==> config.mk <==
export PLATFORM = sky130hd
export DESIGN_NAME = watchdog_ctrl
export DESIGN_NICKNAME = d
export VERILOG_FILES = /design/src/rtl/watchdog_ctrl.sv
export SDC_FILE = /design/constraint.sdc
export NUM_CORES = 1
export LEC_CHECK = 0
export CAP_MARGIN = 20
export CORE_ASPECT_RATIO = 0.7
export CORE_UTILIZATION = 61
export DETAILED_ROUTE_END_ITERATION = 12
export GPL_ROUTABILITY_DRIVEN = 1
export PLACE_DENSITY_LB_ADDON = 0.15
export SYNTH_ARGS = -nofsm -noshare
export SYNTH_HDL_FRONTEND = slang
export SYNTH_SLANG_ARGS = --single-unit
==> constraint.sdc <==
create_clock -name clk -period 10.89 [get_ports clk]
set_input_delay 3.267 -clock clk [delete_from_list [all_inputs] [get_ports clk]]
set_output_delay 3.267 -clock clk [all_outputs]
set_load 0.005 [all_outputs]
==> src/rtl/watchdog_ctrl.sv <==
// Watchdog controller: down-counter sequencing IDLE/RUN/WARN/EXPIRED with a 4-register config port.
// Optional tick prescaler is built when WDT_PRESCALER_EN is defined.
module watchdog_ctrl #(
    parameter int CNT_W    = 16,
    parameter int PRESCALE = 16
) (
    input  logic             clk,
    input  logic             rst,
    input  logic             cfg_we,
    input  logic [1:0]       cfg_addr,
    input  logic [CNT_W-1:0] cfg_wdata,
    output logic [CNT_W-1:0] cfg_rdata,
    input  logic             kick,
    input  logic             halt,
    output logic             warn_irq,
    output logic             expired,
    output logic             sys_reset_req,
    output logic [1:0]       state_o
);

    typedef enum logic [1:0] {
        ST_IDLE    = 2'd0,
        ST_RUN     = 2'd1,
        ST_WARN    = 2'd2,
        ST_EXPIRED = 2'd3
    } state_t;

    state_t            r_state;
    state_t            w_state_nxt;
    logic [CNT_W-1:0]  r_count;
    logic [CNT_W-1:0]  w_count_nxt;
    logic [CNT_W-1:0]  r_timeout;
    logic [CNT_W-1:0]  w_timeout_nxt;
    logic [CNT_W-1:0]  r_warn;
    logic [CNT_W-1:0]  w_warn_nxt;
    logic [CNT_W-1:0]  w_dec;
    logic              r_en;
    logic              w_en_nxt;
    logic              r_lock;
    logic              r_expired;
    logic              r_warn_irq;
    logic              r_sys_reset_req;
    logic              w_ctrl_wr;
    logic              w_clr;
    logic              w_tick;
    logic              w_pre_clr;

    assign w_ctrl_wr = cfg_we && (cfg_addr == 2'd0);
    assign w_clr     = w_ctrl_wr && cfg_wdata[2];
    assign w_dec     = (r_count == {CNT_W{1'b0}}) ? {CNT_W{1'b0}} : (r_count - CNT_W'(1));

`ifdef WDT_PRESCALER_EN
    localparam int PRE_W = $clog2(PRESCALE);
    logic [PRE_W-1:0] r_pre;

    assign w_tick = !halt && (r_pre == PRE_W'(PRESCALE - 1));

    // Prescaler: counts non-halted cycles, wraps on tick, zeroed on kick/enable/clear
    always_ff @(posedge clk or posedge rst) begin
        if (rst) begin
            r_pre <= {PRE_W{1'b0}};
        end else if (w_pre_clr) begin
            r_pre <= {PRE_W{1'b0}};
        end else if (halt) begin
            r_pre <= r_pre;
        end else if (w_tick) begin
            r_pre <= {PRE_W{1'b0}};
        end else begin
            r_pre <= r_pre + PRE_W'(1);
        end
    end
`else
    logic [32:0] w_unused_prescale;
    assign w_unused_prescale = {w_pre_clr, 32'(PRESCALE)};
    assign w_tick            = !halt;
`endif

    // Config register next values; lock freezes en/TIMEOUT/WARN but never clr
    always_comb begin
        w_timeout_nxt = r_timeout;
        w_warn_nxt    = r_warn;
        w_en_nxt      = r_en;
        if (cfg_we && (cfg_addr == 2'd1) && !r_lock) begin
            w_timeout_nxt = cfg_wdata;
        end else begin
            w_timeout_nxt = r_timeout;
        end
        if (cfg_we && (cfg_addr == 2'd2) && !r_lock) begin
            w_warn_nxt = cfg_wdata;
        end else begin
            w_warn_nxt = r_warn;
        end
        if (w_clr && (r_state == ST_EXPIRED)) begin
            w_en_nxt = 1'b0;
        end else if (w_ctrl_wr && !r_lock) begin
            w_en_nxt = cfg_wdata[0];
        end else begin
            w_en_nxt = r_en;
        end
    end

    // Next-state and next-count: kick outranks an expiring tick, reload sees a same-cycle TIMEOUT write
    always_comb begin
        w_state_nxt = r_state;
        w_count_nxt = r_count;
        w_pre_clr   = 1'b0;
        case (r_state)
            ST_IDLE: begin
                w_count_nxt = w_timeout_nxt;
                w_pre_clr   = 1'b1;
                if (w_en_nxt) begin
                    w_state_nxt = ST_RUN;
                end else begin
                    w_state_nxt = ST_IDLE;
                end
            end
            ST_RUN, ST_WARN: begin
                if (!w_en_nxt) begin
                    w_state_nxt = ST_IDLE;
                    w_count_nxt = w_timeout_nxt;
                end else if (kick) begin
                    w_state_nxt = ST_RUN;
                    w_count_nxt = w_timeout_nxt;
                    w_pre_clr   = 1'b1;
                end else if (w_tick) begin
                    if ((r_state == ST_WARN) && (r_count == {CNT_W{1'b0}})) begin
                        w_state_nxt = ST_EXPIRED;
                        w_count_nxt = {CNT_W{1'b0}};
                    end else if (w_dec <= r_warn) begin
                        w_state_nxt = ST_WARN;
                        w_count_nxt = w_dec;
                    end else begin
                        w_state_nxt = r_state;
                        w_count_nxt = w_dec;
                    end
                end else begin
                    w_state_nxt = r_state;
                    w_count_nxt = r_count;
                end
            end
            ST_EXPIRED: begin
                if (w_clr) begin
                    w_state_nxt = ST_IDLE;
                    w_count_nxt = w_timeout_nxt;
                    w_pre_clr   = 1'b1;
                end else begin
                    w_state_nxt = ST_EXPIRED;
                    w_count_nxt = {CNT_W{1'b0}};
                end
            end
            default: begin
                w_state_nxt = ST_IDLE;
                w_count_nxt = {CNT_W{1'b0}};
            end
        endcase
    end

    // State, configuration and registered outputs
    always_ff @(posedge clk or posedge rst) begin
        if (rst) begin
            r_state         <= ST_IDLE;
            r_count         <= {CNT_W{1'b0}};
            r_timeout       <= {CNT_W{1'b1}};
            r_warn          <= CNT_W'(16);
            r_en            <= 1'b0;
            r_lock          <= 1'b0;
            r_expired       <= 1'b0;
            r_warn_irq      <= 1'b0;
            r_sys_reset_req <= 1'b0;
        end else begin
            r_state         <= w_state_nxt;
            r_count         <= w_count_nxt;
            r_timeout       <= w_timeout_nxt;
            r_warn          <= w_warn_nxt;
            r_en            <= w_en_nxt;
            r_lock          <= r_lock | (w_ctrl_wr & cfg_wdata[1]);
            r_expired       <= (w_state_nxt == ST_EXPIRED);
            r_warn_irq      <= (w_state_nxt == ST_WARN);
            r_sys_reset_req <= (w_state_nxt == ST_EXPIRED) && (r_state != ST_EXPIRED);
        end
    end

    // Zero-latency register read
    always_comb begin
        cfg_rdata = {CNT_W{1'b0}};
        case (cfg_addr)
            2'd0:    cfg_rdata = {{(CNT_W-3){1'b0}}, r_expired, r_lock, r_en};
            2'd1:    cfg_rdata = r_timeout;
            2'd2:    cfg_rdata = r_warn;
            2'd3:    cfg_rdata = r_count;
            default: cfg_rdata = {CNT_W{1'b0}};
        endcase
    end

    assign warn_irq      = r_warn_irq;
    assign expired       = r_expired;
    assign sys_reset_req = r_sys_reset_req;
    assign state_o       = r_state;

endmodule

== After elaboration in Yosys (flattened, before gate mapping) ==
Cells that the tools add are included.
Widths: inputs -> output; s select.

* Input port bits: 23
* Register bits: 55
* Logic and storage cells: 57

* Bitwise operators: 2
* Eq/ne operators: 10
* $add $sub $neg: 1
* Magnitude comparators: 1
* Reductions and logical operators: 15
* Multiplexer cells: 19

{| class="wikitable"
|+ Operators by type and width
! cell !! number
|-
| $mux 16 || 7
|-
| $pmux 16 s4 || 1
|-
| $pmux 16 s3 || 1
|-
| $le 16x16->1 || 1
|-
| $logic_not 16->1 || 1
|-
| $sub 16x1->16 const B || 1
|-
| $eq 2x2->1 const B || 6
|-
| $mux 2 || 6
|-
| $logic_and 1x1->1 || 10
|-
| $pmux 2 s3 || 1
|-
| $eq 2x1->1 const B || 2
|-
| $logic_not 2->1 || 2
|-
| $ne 4x4->1 const B || 1
|-
| $mux 1 || 3
|-
| $ne 2x2->1 const B || 1
|-
| $reduce_or 2->1 || 1
|-
| $and 1x1->1 || 1
|-
| $logic_not 1->1 || 1
|-
| $or 1x1->1 || 1
|}

== Depth between registers and ports, before layout ==
Gate-level depths: netlist (run 1).

* Depth in word-level cells: 11
* Depth in mapped cells: 15
* Depth with buffers taken out: 14

== Least setup slack after synthesis (run 1) ==
OpenSTA, ideal clock, no wires.

* Path kind: input port to output port
* Start: input cfg_addr[0]
* End: output cfg_rdata[15]
* Arrival: 4.270 ns
* Path slack: 3.353 ns
* Cell stages on the path: 5
* Cells stage by stage: buf_6 -> clkbuf_1 -> clkbuf_1 -> o21ai_0 -> a22o_1

* Word-level cells in the longest chain between the ends: 2
* Elaborated cells on any way between the ends: 5
* Classes of those cells: eq/ne (3); mux (1); reduce/logical (1)

{| class="wikitable"
|+ RTL lines
! item !! RTL line !! RTL
|-
| start: declaration || 10 || <nowiki>input logic [1:0] cfg_addr,</nowiki>
|-
| $eq 2x2->1, or another cell as far along || 186 || <nowiki>case (cfg_addr)</nowiki>
|-
| $pmux 16 s4 * || 186 ||
|-
| end: declaration || 12 || <nowiki>output logic [CNT_W-1:0] cfg_rdata,</nowiki>
|}

Every way passes the cells marked *; elsewhere a longest branch is shown, timed or not.

== Worst setup path after layout (run 1) ==
* Start: input cfg_addr[0]
* End: output cfg_rdata[12]

The elaborated chain is that of the path after synthesis.

==> qor.csv, run 1 <==
metric,value,unit
highest_layer,met4,
sw_frac_of_total,0.414,
synth_seq_area_share,0.388,
multi_input_area,1960,um^2
rsz0062_at_grt,false,
synth_edf_count,0,
dr_wl_met2,3780,um
synth_top_cell_area_share,0.264,
hold_slack,0.538,ns
cts_root_buffer,clkbuf_8,
wl_met3,469,um
r2r_start,r_count[0],
drt_iter0_drc,253,
antenna_cells,0,
drt-met1-wl,4150,um
fp.dieH,66.3,um
period_share,0.807,
syn_area_per_cell,9.30,um^2
gp_congestion,0.863,
setup_tns,0,ns
synth_flop_cell,dfrtp_1,
ys_ff_latch,55,
grt_max_degree,56,
vdd_drop_max,120,uV
maxCapViolations,0,
drive_above_1_share,0.145,
yosys_warnings,0,
via_per_inst,6.10,
cts_tree,built,
async_flop_share,1.00,
hold_path_depth,2,
dpl_worst_slack,2.04,ns
period_minus_slack,8.79,ns
layout_setup_ws,2.10,ns
syn_to_final_growth,14.1,%
fmax,0.114,GHz
relSlewSlack,0.313,
clock-skew-final,0.00913,ns
power_switching,0.000411,W
r2r_end,sys_reset_req,
seq_area,1400,um^2
start_kind,primary input,
ys_top_cells_by_area,"dfrtp_1, dfstp_2, ha_1",
ios,44,
worst_pin_slew,1.03,ns
p_leak,1.82,nW
end_kind,primary output,
grt_pass1_wl,14100,um
yosys.cell_count.top_type,dfrtp_1,
setup_viol,0,
slew_violations,0,
port_buffers,43,
insertion_delay,0.31,ns
hold_class,flop to flop,
finalHoldViolations,0,
required,7.62,ns
nets,464,
pwr-share-clk,0.113,
die_w,93.8,um
placeableCoreArea,5450,um^2
initial_core_util,0.660,
ctsHoldBuffers,0,
antenna_found_initial,0,
final_antenna_net_count,0,
vias,3013,
synth_area_leader_cell,dfrtp_1,
routedWlPerCell,17.2,um
synthTopCellsByCount,"dfrtp_1, nand2_1, a21oi_1, nor2_1, o21ai_0",
cts_resized,0,
drc,0,
post_cts_buffers,0,
syn_inst,387,
rr_worst_depth,13,
p_per_area,242,nW/um^2
dp.final_hpwl,5800,um
whs_endpoint,r_warn[4],
reg2reg_slack,6.77,ns
nFillCells,403,
clock-sinks,55,
power_frac_comb,0.517,
synth_nets,430,
synth_area,3600,um^2
crit_type,primary input to primary output,
fp-row-count,22,
clkTransAtPathRegs,0.10,ns
internal_power,0.000583,W
grtUsageTotal,0.298,
die_area,6220,um^2
min_from,r_warn[4],
synthDistinctLibCells,59,
wl,8480,um
grt_overflow,0,
first_global_vias,2912,
cts_max_level,2,
cts_buffer_depth,2,
pwr-share-seq,0.370,
run_status,"complete, no violations",
numCtsBuffers,5,
first_pass_iters,5,
crit_arrival,5.52,ns
cp_max_fo,34,
-- cell usage in the layout, fill, tap and decap left out, types with 5 or more instances in the layout --
cell / Yosys / routed
dfrtp_1: 38 / 38
and3_1: 13 / 13
mux2i_1: 5 / 5
nand2_1: 37 / 37
dfstp_2: 17 / 17
buf_4: 1 / 5
nor2_1: 34 / 34
nand3_1: 8 / 8
a22o_1: 13 / 13
inv_1: 29 / 28
o21ai_0: 31 / 31
xnor2_1: 6 / 6
nand4_1: 5 / 5
ha_1: 20 / 20
clkbuf_8: 2 / 5
mux2_2: 15 / 15
a21oi_1: 34 / 34
clkdlybuf4s50_1: 0 / 43
-- through the flow --
| step | instances | instance area [um^2] | total power (W) | utilization |
|---|---|---|---|---|
| 4_1_cts | 494 | 4110 | 0.000985 | 0.754 |
| 6_report | 494 | 4110 | 0.000994 | 0.754 |
| 3_3_place_gp | 486 | 4030 | 0.000850 | 0.739 |
| 2_1_floorplan | 387 | 3600 | 0.000726 | - |
| 3_5_place_dp | 486 | 4030 | 0.000870 | 0.739 |
| 5_1_grt | 494 | 4110 | 0.00108 | 0.754 |
-- critical path, cell delays in order --
cell             delay [ns]
clkdlybuf4s50_1        0.45
buf_4                  0.35
nor2b_2                0.67
a22o_1                 0.26
clkdlybuf4s50_1        0.50
-- state kept, by name, indices dropped and copies added, names as in the netlist --
| name | flops |
|---|---|
| state_o | 2 |
| expired | 1 |
| r_en | 1 |
| r_lock | 1 |
| r_warn | 16 |
| warn_irq | 1 |
| r_count | 16 |
| r_timeout | 16 |
| sys_reset_req | 1 |
-- metal layers --
metal	vias to the layer above	global-route usage
met4	0	0.0750
met1	1445	0.429
li1	1436	-
met5	-	0
met3	16	0.0506
met2	116	0.466
-- cell type report --
cell class,count,share of cell area
timing repair buffer,48,0.114
inverter,30,0.0274
sequential,55,0.340
clock buffer,7,0.0186
multi-input combinational,281,0.477
tap,72,0.0219
clock inverter,1,0.00122
-- power groups by stage --
stage	Sequential (W)	Combinational, W	Clock [W]
detailed placement	0.000369	0.000501	0
finish	0.000368	0.000514	0.000112
global route	0.000379	0.000580	0.000122
floorplan	0.000347	0.000379	0
global placement	0.000363	0.000486	0
CTS	0.000365	0.000507	0.000113
-- cells by family (layout without fill, tap and decap cells) --
| family | Yosys count | after routing | share of synthesized area |
|---|---|---|---|
| DFF | 55 | 55 | 0.388 |
| buffers and inverters | 51 | 86 | 0.0719 |
| muxes | 25 | 25 | 0.0879 |
| AOI/OAI and AO/OA | 99 | 99 | 0.170 |
| adders and majority gates | 20 | 20 | 0.0695 |
| and+or+nand+nor | 127 | 127 | 0.188 |
| xor gates and xnor gates | 10 | 10 | 0.0243 |
-- how the worst max path moves through the flow --
stage	start	end	slack, ns
2_1_floorplan	cfg_addr[0]	cfg_rdata[15]	3.35
3_3_place_gp	cfg_addr[0]	cfg_rdata[15]	2.06
3_5_place_dp	cfg_addr[0]	cfg_rdata[3]	2.04
4_1_cts	cfg_addr[0]	cfg_rdata[12]	2.03
5_1_grt	cfg_addr[0]	cfg_rdata[12]	1.96
6_report	cfg_addr[0]	cfg_rdata[12]	2.10
Power figures use the tool's default switching activity.
==> inputs of run 2 (changes only) <==
--- a/config.mk
+++ b/config.mk
@@ -7,7 +7,7 @@
 export LEC_CHECK = 0
 export CAP_MARGIN = 20
 export CORE_ASPECT_RATIO = 0.7
-export CORE_UTILIZATION = 61
+export CORE_UTILIZATION = 56
 export DETAILED_ROUTE_END_ITERATION = 12
 export GPL_ROUTABILITY_DRIVEN = 1
 export PLACE_DENSITY_LB_ADDON = 0.15
==> constraint.sdc (replaced) <==
create_clock -name clk -period 8.3 [get_ports clk]
set_input_delay 2.49 -clock clk [delete_from_list [all_inputs] [get_ports clk]]
set_output_delay 2.49 -clock clk [all_outputs]
set_load 0.005 [all_outputs]
==> run 2 against run 1 <==
  * The flow now finishes with violations (design-rule violations)
  * Critical path depth is the same
  * Critical path type unchanged
  * Clock skew is 0.0015 ns lower
  * Sequential power up 31%
  * Setup slack lost 0.90 ns
  * Count of clock-buffer cells in the layout is 2 lower
  * First-iteration DRC count is 21% lower
  * Wire length up 1.9%
  * Die area grew 8.7%
  * Register-to-register slack got worse by 2.4 ns
==> qor.csv, run 2 (synthesis results as in run 1) <==
metric,value,unit,change
wl,8640,um,+1.9%
final_antenna_net_count,0,,unchanged
start_kind,primary input,,
pwr-share-clk,0.115,,+0.002
slew_violations,0,,unchanged
insertion_delay,0.31,ns,about the same
fp-row-count,24,,+9.1%
cts_max_level,2,,unchanged
cts_root_buffer,clkbuf_8,,
post_cts_buffers,0,,unchanged
drt_iter0_drc,200,,-21%
setup_tns,0,ns,unchanged
stdcell_count,500,,+1.2%
drc,10,,+10
setup_viol,0,,unchanged
cp_max_fo,21,,-38%
routedWlPerCell,17.3,um,+0.69%
period_share,0.855,,
maxCapViolations,0,,unchanged
p_per_area,317,nW/um^2,+31%
finalHoldViolations,0,,unchanged
gp_congestion,0.880,,+2.0%
rsz0062_at_grt,false,,
grt_overflow,0,,unchanged
fp.dieH,69.1,um,+4.2%
grt_max_degree,56,,unchanged
fmax,0.141,GHz,
clock-skew-final,0.00761,ns,-0.00152 ns
p_total,0.00130,W,+31%
crit_type,primary input to primary output,,
crit_arrival,4.61,ns,-0.91 ns
pwr-share-seq,0.369,,about the same
numCtsBuffers,5,,unchanged
grtUsageTotal,0.269,,-0.0287
antenna_cells,0,,unchanged
cts_tree,built,,
ios,44,,unchanged
die_area,6760,um^2,+8.7%
internal_power,0.000762,W,+31%
layout_setup_ws,1.20,ns,-0.895 ns
via_per_inst,5.93,,-2.7%
drive_above_1_share,0.149,,+0.00474
syn_to_final_growth,14.4,%,
final_area,4120,um^2,+0.24%
dp.cells,492,,+1.2%
violations,design-rule violations,,
die_w,97.8,um,+4.3%
ctsHoldBuffers,0,,unchanged
largestRegisters,"r_count: 16 flops, r_timeout: 16 flops, r_warn: 16 flops",,
mostFrequentLayoutCells,"clkdlybuf4s50_1, dfrtp_1, nand2_1",,
end_kind,primary output,,
final_common_cell,clkdlybuf4s50_1,,
period_minus_slack,7.10,ns,
power_frac_comb,0.516,,about the same
power_switching,0.000542,W,+32%
worst_pin_slew,0.989,ns,-0.0420 ns
antenna_found_initial,0,,unchanged
required,5.81,ns,-1.81 ns
sw_frac_of_total,0.415,,+0.00177
nets,464,,unchanged
relSlewSlack,0.341,,+0.0280
cts_buffer_depth,2,,unchanged
clkTransAtPathRegs,0.10,ns,about the same
vias,2967,,-1.5%
dp.final_hpwl,5980,um,+3.1%
placed_area,4030,um^2,+0.19%
grt_pass1_wl,14400,um,+1.9%
placeableCoreArea,6220,um^2,+14%
clock-sinks,55,,unchanged
initial_core_util,0.579,,-0.0814
port_buffers,43,,unchanged
run_status,"complete, but fails checks",,
hold_class,flop to flop,,
vdd_drop_max,158,uV,+32%
p_leak,1.82,nW,+0.30%
first_global_vias,2887,,-0.86%
dpl_worst_slack,1.25,ns,-0.784 ns
cts_resized,0,,unchanged
first_pass_iters,9,,+4
run 2: stage by stage:
| step | hold WS [ns] | utilization |
|---|---|---|
| CTS | 0.549 | 0.662 |
| global route | 0.594 | 0.662 |
| floorplan | 0.495 | - |
| detailed placement | 0.534 | 0.649 |
| global placement | 0.528 | 0.649 |
| finish | 0.540 | 0.662 |
run 2: final timing paths:
| path | depth (start not counted) | from | slack, ns | end |
|---|---|---|---|---|
| setup reg to reg | 13 | r_count[0] | 4.36 | sys_reset_req |
| max in group asynchronous | 3 | rst | 5.16 | r_warn[14] |
| hold reg to reg | 2 | r_warn[4] | 0.54 | r_warn[4] |
| hold / removal | 2 | r_warn[4] | 0.54 | r_warn[4] |
| min in group asynchronous | 3 | rst | 2.68 | r_warn[6] |
| setup / recovery | 5 | cfg_addr[1] | 1.20 | cfg_rdata[13] |
run 2: power by group through the flow:
stage	Sequential [W]	Clock (W)	Combinational [W]
floorplan	0.000455	0	0.000497
finish	0.000481	0.000150	0.000673
CTS	0.000479	0.000152	0.000668
detailed placement	0.000485	0	0.000662
global placement	0.000479	0	0.000642
global route	0.000494	0.000163	0.000759
run 2: layer usage:
metal | GRT usage | wire length (um) | share of wire
met5 | 0 | 0 | 0
met4 | 0.0421 | 57 | 0.0066
met3 | 0.0477 | 504 | 0.058
met2 | 0.418 | 3880 | 0.45
met1 | 0.400 | 4200 | 0.49
run 2: cell type report:
type / instances / area [um^2]
multi-input combinational: 281 / 1960
clock inverter: 3 / 15.0
tap: 78 / 97.6
inverter: 30 / 113
timing repair buffer: 48 / 468
clock buffer: 5 / 68.8
fill: 497 / 2100
sequential: 55 / 1400
run 2: worst max-delay path, cell delays in order:
cell	delay, ns
clkdlybuf4s50_1	0.39
buf_4	0.23
nor2b_2	0.69
a22o_1	0.28
clkdlybuf4s50_1	0.50
